<file path="src/rtl/fpga20_spi_pkg.sv">
// -----------------------------------------------------------------------------
// fpga20_spi_pkg
// Shared definitions for the SPI flash read path:
//   - SPI flash opcodes used by the read sequencer
//   - state encoding of spi_flash_sequencer
//   - status bit positions shared with the CPU-facing I/O register block
// -----------------------------------------------------------------------------
package fpga20_spi_pkg;

  // Flash read opcodes
  localparam logic [7:0] SPI_OP_READ      = 8'h03;
  localparam logic [7:0] SPI_OP_FAST_READ = 8'h0B;

  // Sequencer states. ST_DUMMY is only entered when fast read is compiled in.
  typedef enum logic [2:0] {
    ST_IDLE   = 3'd0,
    ST_CMD    = 3'd1,
    ST_A2     = 3'd2,
    ST_A1     = 3'd3,
    ST_A0     = 3'd4,
    ST_DUMMY  = 3'd5,
    ST_DATA   = 3'd6,
    ST_FINISH = 3'd7
  } seq_state_t;

  // Status register bit positions as seen by the CPU I/O register block
  localparam int unsigned STAT_BUSY_BIT      = 0;
  localparam int unsigned STAT_DONE_BIT      = 1;
  localparam int unsigned STAT_OUT_VALID_BIT = 2;

endpackage

</file>
<file path="src/rtl/spi_flash_sequencer.sv">
// -----------------------------------------------------------------------------
// spi_flash_sequencer
// Autonomous SPI flash read sequencer. On START it owns the spi_master
// WISHBONE slave port, sends the read opcode and a 24-bit address, then reads
// LEN data bytes and hands them out on a one-byte valid/ready stream.
//
// Build option: define SPI_FAST_READ_EN to use opcode 0x0B with one dummy
// byte after the address; otherwise opcode 0x03 with no dummy byte.
//
// Ports:
//   CLK1, RST_N            clock, asynchronous active-low reset
//   START, ADDR, LEN       transfer request (honoured only when idle)
//   ABORT                  level, ends the active transfer
//   BUSY, DONE             transfer status (DONE is a one-cycle pulse)
//   OUT_DATA/VALID/READY   received byte stream
//   WB_CYC/STB/WE/DAT_O    WISHBONE master outputs to spi_master
//   WB_DAT_I, WB_ACK       WISHBONE inputs from spi_master
// -----------------------------------------------------------------------------
module spi_flash_sequencer
  import fpga20_spi_pkg::*;
#(
  parameter logic [7:0] DUMMY_FILL = 8'hFF
) (
  input  logic        CLK1,
  input  logic        RST_N,
  input  logic        START,
  input  logic [23:0] ADDR,
  input  logic [15:0] LEN,
  input  logic        ABORT,
  output logic        BUSY,
  output logic        DONE,
  output logic [7:0]  OUT_DATA,
  output logic        OUT_VALID,
  input  logic        OUT_READY,
  output logic        WB_CYC,
  output logic        WB_STB,
  output logic        WB_WE,
  output logic [7:0]  WB_DAT_O,
  input  logic [7:0]  WB_DAT_I,
  input  logic        WB_ACK
);

`ifdef SPI_FAST_READ_EN
  localparam logic [7:0] OPCODE = SPI_OP_FAST_READ;
`else
  localparam logic [7:0] OPCODE = SPI_OP_READ;
`endif

  seq_state_t  state;
  seq_state_t  next_state;
  logic [23:0] addr_q;
  logic [15:0] remaining;
  logic [7:0]  req_byte;

  // Byte to send in the current state and the state that follows its ACK.
  // Reads and the dummy cycle drive DUMMY_FILL.
  always_comb begin
    // NOTE: every output of a combinational block gets a default first so no
    // path leaves it unassigned, which would infer a latch.
    next_state = ST_FINISH;
    req_byte   = DUMMY_FILL;
    case (state)
      ST_CMD: begin
        next_state = ST_A2;
        req_byte   = OPCODE;
      end
      ST_A2: begin
        next_state = ST_A1;
        req_byte   = addr_q[23:16];
      end
      ST_A1: begin
        next_state = ST_A0;
        req_byte   = addr_q[15:8];
      end
      ST_A0: begin
        req_byte   = addr_q[7:0];
`ifdef SPI_FAST_READ_EN
        next_state = ST_DUMMY;
`else
        next_state = ST_DATA;
`endif
      end
`ifdef SPI_FAST_READ_EN
      ST_DUMMY: next_state = ST_DATA;
`endif
      default: ;
    endcase
  end

  // NOTE: all state and registered outputs use non-blocking assignments so
  // every register samples the pre-edge values of the others.
  always_ff @(posedge CLK1 or negedge RST_N) begin
    if (!RST_N) begin
      // Asynchronous reset drops CYC/STB at once; any in-flight byte is lost.
      state     <= ST_IDLE;
      addr_q    <= '0;
      remaining <= '0;
      BUSY      <= 1'b0;
      DONE      <= 1'b0;
      OUT_DATA  <= '0;
      OUT_VALID <= 1'b0;
      WB_CYC    <= 1'b0;
      WB_STB    <= 1'b0;
      WB_WE     <= 1'b0;
      WB_DAT_O  <= '0;
    end else begin
      DONE <= 1'b0;
      // Consumption; a byte loaded later in this block overrides the clear.
      if (OUT_VALID && OUT_READY) OUT_VALID <= 1'b0;

      case (state)
        ST_IDLE: begin
          if (START) begin
            if (LEN == 16'd0) begin
              DONE <= 1'b1;
            end else begin
              // The opcode request goes out on the very next cycle.
              addr_q    <= ADDR;
              remaining <= LEN;
              BUSY      <= 1'b1;
              WB_CYC    <= 1'b1;
              WB_STB    <= 1'b1;
              WB_WE     <= 1'b1;
              WB_DAT_O  <= OPCODE;
              state     <= ST_CMD;
            end
          end
        end

        ST_FINISH: begin
          DONE  <= 1'b1;
          BUSY  <= 1'b0;
          state <= ST_IDLE;
        end

        default: begin
          if (WB_STB) begin
            // Request in flight: hold it until ACK, even when aborting.
            if (WB_ACK) begin
              WB_STB <= 1'b0;
              if (ABORT) begin
                state     <= ST_FINISH;
                WB_CYC    <= 1'b0;
                OUT_VALID <= 1'b0;
              end else if (state == ST_DATA) begin
                OUT_DATA  <= WB_DAT_I;
                OUT_VALID <= 1'b1;
                remaining <= remaining - 16'd1;
                if (remaining == 16'd1) begin
                  state  <= ST_FINISH;
                  WB_CYC <= 1'b0;
                end
              end else begin
                state <= next_state;
              end
            end
          end else if (ABORT) begin
            state     <= ST_FINISH;
            WB_CYC    <= 1'b0;
            OUT_VALID <= 1'b0;
          end else if (state != ST_DATA || !OUT_VALID || OUT_READY) begin
            // STB was low for the cycle after the previous ACK; a read only
            // starts when the holding register is empty or being drained.
            WB_STB   <= 1'b1;
            WB_WE    <= (state != ST_DATA);
            WB_DAT_O <= req_byte;
          end
        end
      endcase
    end
  end

endmodule

</file>
<file path="config.mk">
export PLATFORM = sky130hd
export DESIGN_NAME = spi_flash_sequencer
export DESIGN_NICKNAME = d
export VERILOG_FILES = /design/src/rtl/fpga20_spi_pkg.sv /design/src/rtl/spi_flash_sequencer.sv
export SDC_FILE = /design/constraint.sdc
export NUM_CORES = 1
export LEC_CHECK = 0
export BUFFER_PORTS_ARGS = -buffer_cell sky130_fd_sc_hd__buf_2
export CELL_PAD_IN_SITES_DETAIL_PLACEMENT = 1
export CELL_PAD_IN_SITES_GLOBAL_PLACEMENT = 1
export CORE_MARGIN = 2
export CORE_UTILIZATION = 44
export DETAILED_ROUTE_END_ITERATION = 8
export GPL_TIMING_DRIVEN = 1
export PLACE_DENSITY = 0.9
export SYNTH_ARGS = -nofsm -noshare
export SYNTH_HDL_FRONTEND = slang
export SYNTH_SLANG_ARGS = --single-unit
</file>
<file path="constraint.sdc">
create_clock -name CLK1 -period 5 [get_ports CLK1]
set_input_delay 0.25 -clock CLK1 [delete_from_list [all_inputs] [get_ports CLK1]]
set_output_delay 0.25 -clock CLK1 [all_outputs]
set_load 0.005 [all_outputs]
</file>
== Yosys cells after proc, flatten, opt, wreduce, memory -nomap -nowiden ==
Index checks and enable logic that the tools add are counted.

* Add/subtract/negate cells: 1
* Equality and inequality tests: 17
* Multiplexer cells: 53
* Bitwise logic cells: 4
* Reductions and logical operators: 22

{| class="wikitable"
|+ Operator list
! kind !! count
|-
| $mux W16 || 6
|-
| $mux W8 || 5
|-
| $pmux W16 S2 || 1
|-
| $pmux W8 S4 || 1
|-
| $mux W1 || 24
|-
| $mux W3 || 8
|-
| $eq A16 B1 Y1 const B || 1
|-
| $logic_not A16 Y1 || 1
|-
| $pmux W8 S2 || 1
|-
| $sub A16 B1 Y16 const B || 1
|-
| $reduce_and A7 Y1 || 2
|-
| $pmux W3 S4 || 1
|-
| $pmux W1 S2 || 5
|-
| $reduce_and A5 Y1 || 2
|-
| $reduce_bool A2 Y1 || 5
|-
| $eq A3 B3 Y1 const B || 3
|-
| $reduce_and A3 Y1 || 3
|-
| $ne A4 B2 Y1 const B || 2
|-
| $eq A3 B2 Y1 const B || 2
|-
| $ne A6 B3 Y1 const B || 1
|-
| $pmux W3 S2 || 1
|-
| $reduce_and A6 Y1 || 1
|-
| $ne A2 B1 Y1 const B || 2
|-
| $ne A2 B2 Y1 const B || 2
|-
| other kinds (12) || 16
|}

* Register bits after elaboration: 65
* Word-level logic and storage cells: 108

== Longest topological paths before layout ==
* Word-level depth: 7
* Mapped depth: 8
* Mapped depth without buffers: 7

== Worst setup path before layout ==
No wires, ideal clock.

* Path type: in2reg
* From: input LEN[3]
* To: register WB_DAT_O[0]
* Library setup time: 0.125 ns
* Data arrival time: 1.980 ns
* Path slack: 2.896 ns
* Cell stages on the path: 5
* Path buffers: 0
* Cells stage by stage: or4_4 o41ai_4 nor2_2 a31oi_4 mux2_2

* Word-level cells in the longest chain between the ends: 3

{| class="wikitable"
|+ Ends and longest elaborated chain
! what !! line !! source
|-
| from (decl) || spi_flash_sequencer.sv:28 || <nowiki>input logic [15:0] LEN,</nowiki>
|-
| $logic_not A16 Y1 || spi_flash_sequencer.sv:114 || <nowiki>if (LEN == 16'd0) begin</nowiki>
|-
| $ne A2 B2 Y1 (no line) || -- ||
|-
| $reduce_and A6 Y1 (no line) || -- ||
|-
| to (signal assigned) || spi_flash_sequencer.sv:166 || <nowiki>WB_DAT_O <= req_byte;</nowiki>
|-
| to (decl) || spi_flash_sequencer.sv:38 || <nowiki>output logic [7:0] WB_DAT_O,</nowiki>
|}

No other way between the ends.
A chain may end at the register's enable or synchronous reset.

== Worst setup path after layout ==
* From: register state[2]
* To: register remaining[4]

* Word-level cells in the longest chain between the ends: 3
* Elaborated cells between the ends (all ways): 12

{| class="wikitable"
|+ Ends and longest elaborated chain
! what !! line !! source
|-
| from (decl) || spi_flash_sequencer.sv:49 || <nowiki>seq_state_t state;</nowiki>
|-
| from (signal assigned) || spi_flash_sequencer.sv:154 || <nowiki>state <= next_state;</nowiki>
|-
| $eq A3 B3 Y1 (tied with other cells) || spi_flash_sequencer.sv:145 || <nowiki>end else if (state == ST_DATA) begin</nowiki>
|-
| $reduce_bool A2 Y1 (no line) (tied with other cells) || -- ||
|-
| $reduce_and A7 Y1 (no line) || -- ||
|-
| to (signal assigned) || spi_flash_sequencer.sv:148 || <nowiki>remaining <= remaining - 16'd1;</nowiki>
|-
| to (decl) || spi_flash_sequencer.sv:52 || <nowiki>logic [15:0] remaining;</nowiki>
|}

Several ways; a longest one is shown, not always the timed one.

==> metrics.md <==
| Metric | Value |
|---|---|
| Clock share of power | a little under a quarter |
| Max Root-Sink Buffers | 2 |
| Clock latency on the worst-skew pair | 0.35 ns |
| Multi-input gate area | approximately 1600 µm² |
| #FFs+latches synth | 65 |
| Via/cell ratio | around 6 |
| Type of origin of the critical path | register |
| Post-Syn Instances | roughly 350 |
| Cts hold-fix bufs | 0 |
| Vias in the first global route | approximately 3,300 |
| Crit Path Category | reg2reg |
| Max Cap Viol | 0 |
| Final cell count without fillers | 520 |
| Filler instances | ~860 |
| Synth area leaders | dfrtp_1, mux2_2, a21oi_1, nand2_1, nor2_1 |
| Syn. warnings | 0 |
| Switch share | a little under two fifths |
| Worst endpoint required time | around 5.3 ns |
| Yosys cell types | 52 |
| Fin nets | 472 |
| Period utilization | roughly 55% |
| Tightest Pin Transition | 0.935 ns |
| Ports | 76 |
| Die H | 91.5 µm |
| Wirelength per Cell | 19.2 µm |
| Yosys top cell area share | 48.3% |
| Die area | about 8400 µm² |
| Pint | 0.00154 W |
| Commonest non-fill, non-tap cell in the layout | buf_2 |
| Worst R2R Start | state[2] |
| Outcome | finished clean |
| First-pass GRT wire length | about 17,000 µm |
| Worst-path fanout max | 30 |
| Initial antenna violation count | 0 |
| Worst Setup End Kind | register |
| Largest net degree at the start of global routing | between 60 and 70 |
| Number of instances in the placed design | ~500 |
| Post-Syn Area | about 3400 µm² |
| Final WL | around 10000 µm |
| LEAKAGE | around 1.8 nW |
| Highest-count cells in the layout ignoring fill and taps | buf_2, dfrtp_1, nand2_1, a21oi_1, mux2_2 |
| Final WS setup | ~2.3 ns |
| H-tree depth | 3 |
| Vias | a little over 3,000 |
| DP Wirelength | between 6000 and 7000 µm |
| Iter 0 DRT Violations | roughly 130 |
| Mean area per synthesized cell | just under 10 µm² |
| P_sw | 0.000949 W |
| Dominant cell type by area after synthesis | dfrtp_1 |
| Sequential power share | 41.5% |
| Fmax | 365 MHz |
| TritonCTS Buffers | 9 |
| Residual DRC count | 0 |
| Port Buffers | 75 |
| Reg2Reg Setup Slack | 2.26 ns |
| Combinational share of power | about 36% |
| Antenna cells | 0 |
| Clk pin slew, worst setup/hold paths | about 0.07 ns |
| Tmin final | about 2.7 ns |
| CTS Sinks | between 60 and 70 |
| RSZ-0062 raised after global routing | no |
| CTS tree | yes |
| R2R depth | 6 |
| Die X | 91.5 µm |
| Post-synth ARST share | 100% |
| Mapped Nets | around 400 |
| Pins over their slew limit | 0 |
| Worst Path Arrival | approximately 3.0 ns |
| Area grow syn2layout | 20.5% |
| Setup TNS | 0 ns |
| R2R Path End | remaining[4] |
| Final Hold Viols | 0 |
| Core ar. | 7330 µm² |
| Row cnt | 31 |
| Remaining global-route overflow | 0 |
| # resized after CTS | 0 |
| Postcts setup bufs | 0 |
| PwrDens | 612 nW/µm² |
| Worst Hold Class | in2async |
| Slew HR | between 30% and 40% |
| Setup Skew | between 0.01 and 0.015 ns |
| Detailed Routing Iterations Pass 1 | 4 |
| Initial core utilization | between 40% and 50% |
| GRT Util Overall | 24.8% |
| Remaining antenna violation count | 0 |
| Layout cells sized above 1 | between 30% and 40% |
| Sequential share of the synthesized area | 48.3% |
| Worst vdd ir | 299 µV |
| CTS root buf | clkbuf_8 |
| Pre-CTS setup slack | ~2.4 ns |
| Number of flops mapped to enable cells by yosys | 0 |
| Main synth FF type | dfrtp_1 |
| Placer congestion estimate | 0.877 |
| Final setup viols | 0 |
| Reg area | between 1500 and 2000 µm² |
==> worst max-delay path, stage by stage, from the launching register on <==
cell	delay (ns)
dfrtp_1	0.96
and4b_1	0.38
nand2_1	0.29
o31ai_1	0.16
buf_4	0.25
and2_1	0.42
a22o_1	0.21
==> power by group through the flow <==
stage | logic, W | clock network [W] | registers [W]
2_1_floorplan | 0.000681 | 0 | 0.000900
3_3_place_gp | 0.000829 | 0 | 0.00101
3_5_place_dp | 0.000882 | 0 | 0.00103
4_1_cts | 0.000901 | 0.000569 | 0.00102
5_1_grt | 0.00100 | 0.000592 | 0.00107
6_report | 0.000892 | 0.000562 | 0.00103
==> metrics by stage <==
step | hold slack (ns) | power [W] | instance area (µm²) | utilization (%)
global placement | 0.442 | 0.00184 | 3810 | 52.0
detailed placement | 0.454 | 0.00191 | 3810 | 52.0
floorplan | -0.0456 | 0.00158 | 3370 | -
finish | 0.0832 | 0.00249 | 4060 | 55.4
global route | 0.0930 | 0.00266 | 4060 | 55.4
CTS | 0.0948 | 0.00249 | 4060 | 55.4
==> cell type report <==
cell class | count | area share, %
Clock buffer | 12 | 3.58
Sequential cell | 65 | 40.1
Timing Repair Buffer | 80 | 10.2
Inverter | 6 | 0.555
Clock inverter | 4 | 2.44
Multi-Input combinational cell | 254 | 40.1
Tap cell | 99 | 3.05
==> kinds of logic after synthesis <==
| kind of cell | after synthesis | share of synthesized area (%) |
|---|---|---|
| mux | 34 | 11.3 |
| compound gates | 94 | 18.0 |
| flops | 65 | 48.3 |
| simple gates | 123 | 18.0 |
| fa+ha+maj | 3 | 1.04 |
| buf+inv | 26 | 3.38 |
==> registers in the layout (all words and copies together), names as in the netlist, 3 cells and up <==
register   flops
WB_DAT_O       8
OUT_DATA       8
remaining     16
state          3
addr_q        24
==> synth_stat cells (4+ instances only) <==
library cell  instances
nor2_1               23
nand2b_1             11
mux2_1                6
a31oi_1               4
mux2_2               26
dfrtp_1              65
nor3_1               11
clkbuf_1             12
nand2_1              45
inv_1                 6
o21ai_0              13
a21oi_1              41
o22ai_1              12
nand3_1               7
buf_1                 5
==> worst max-delay path by stage <==
stage | from | endpoint | slack [ns] | cells past startpoint
global route | state[2] | remaining[1] | 1.97 | 6
floorplan | LEN[3] | WB_DAT_O[0] | 2.90 | 5
global placement | state[2] | remaining[4] | 2.50 | 6
finish | state[2] | remaining[4] | 2.26 | 6
CTS | state[2] | remaining[4] | 2.29 | 6
detailed placement | state[2] | remaining[4] | 2.37 | 6
==> routing by layer <==
metal / routed length [µm] / GRT usage (%)
met3: 417 / 4.56
met1: 4090 / 29.8
met5: 0 / 0
met4: 165 / 9.60
met2: 5310 / 43.9
Note: power is estimated with default switching activity, not from simulation.
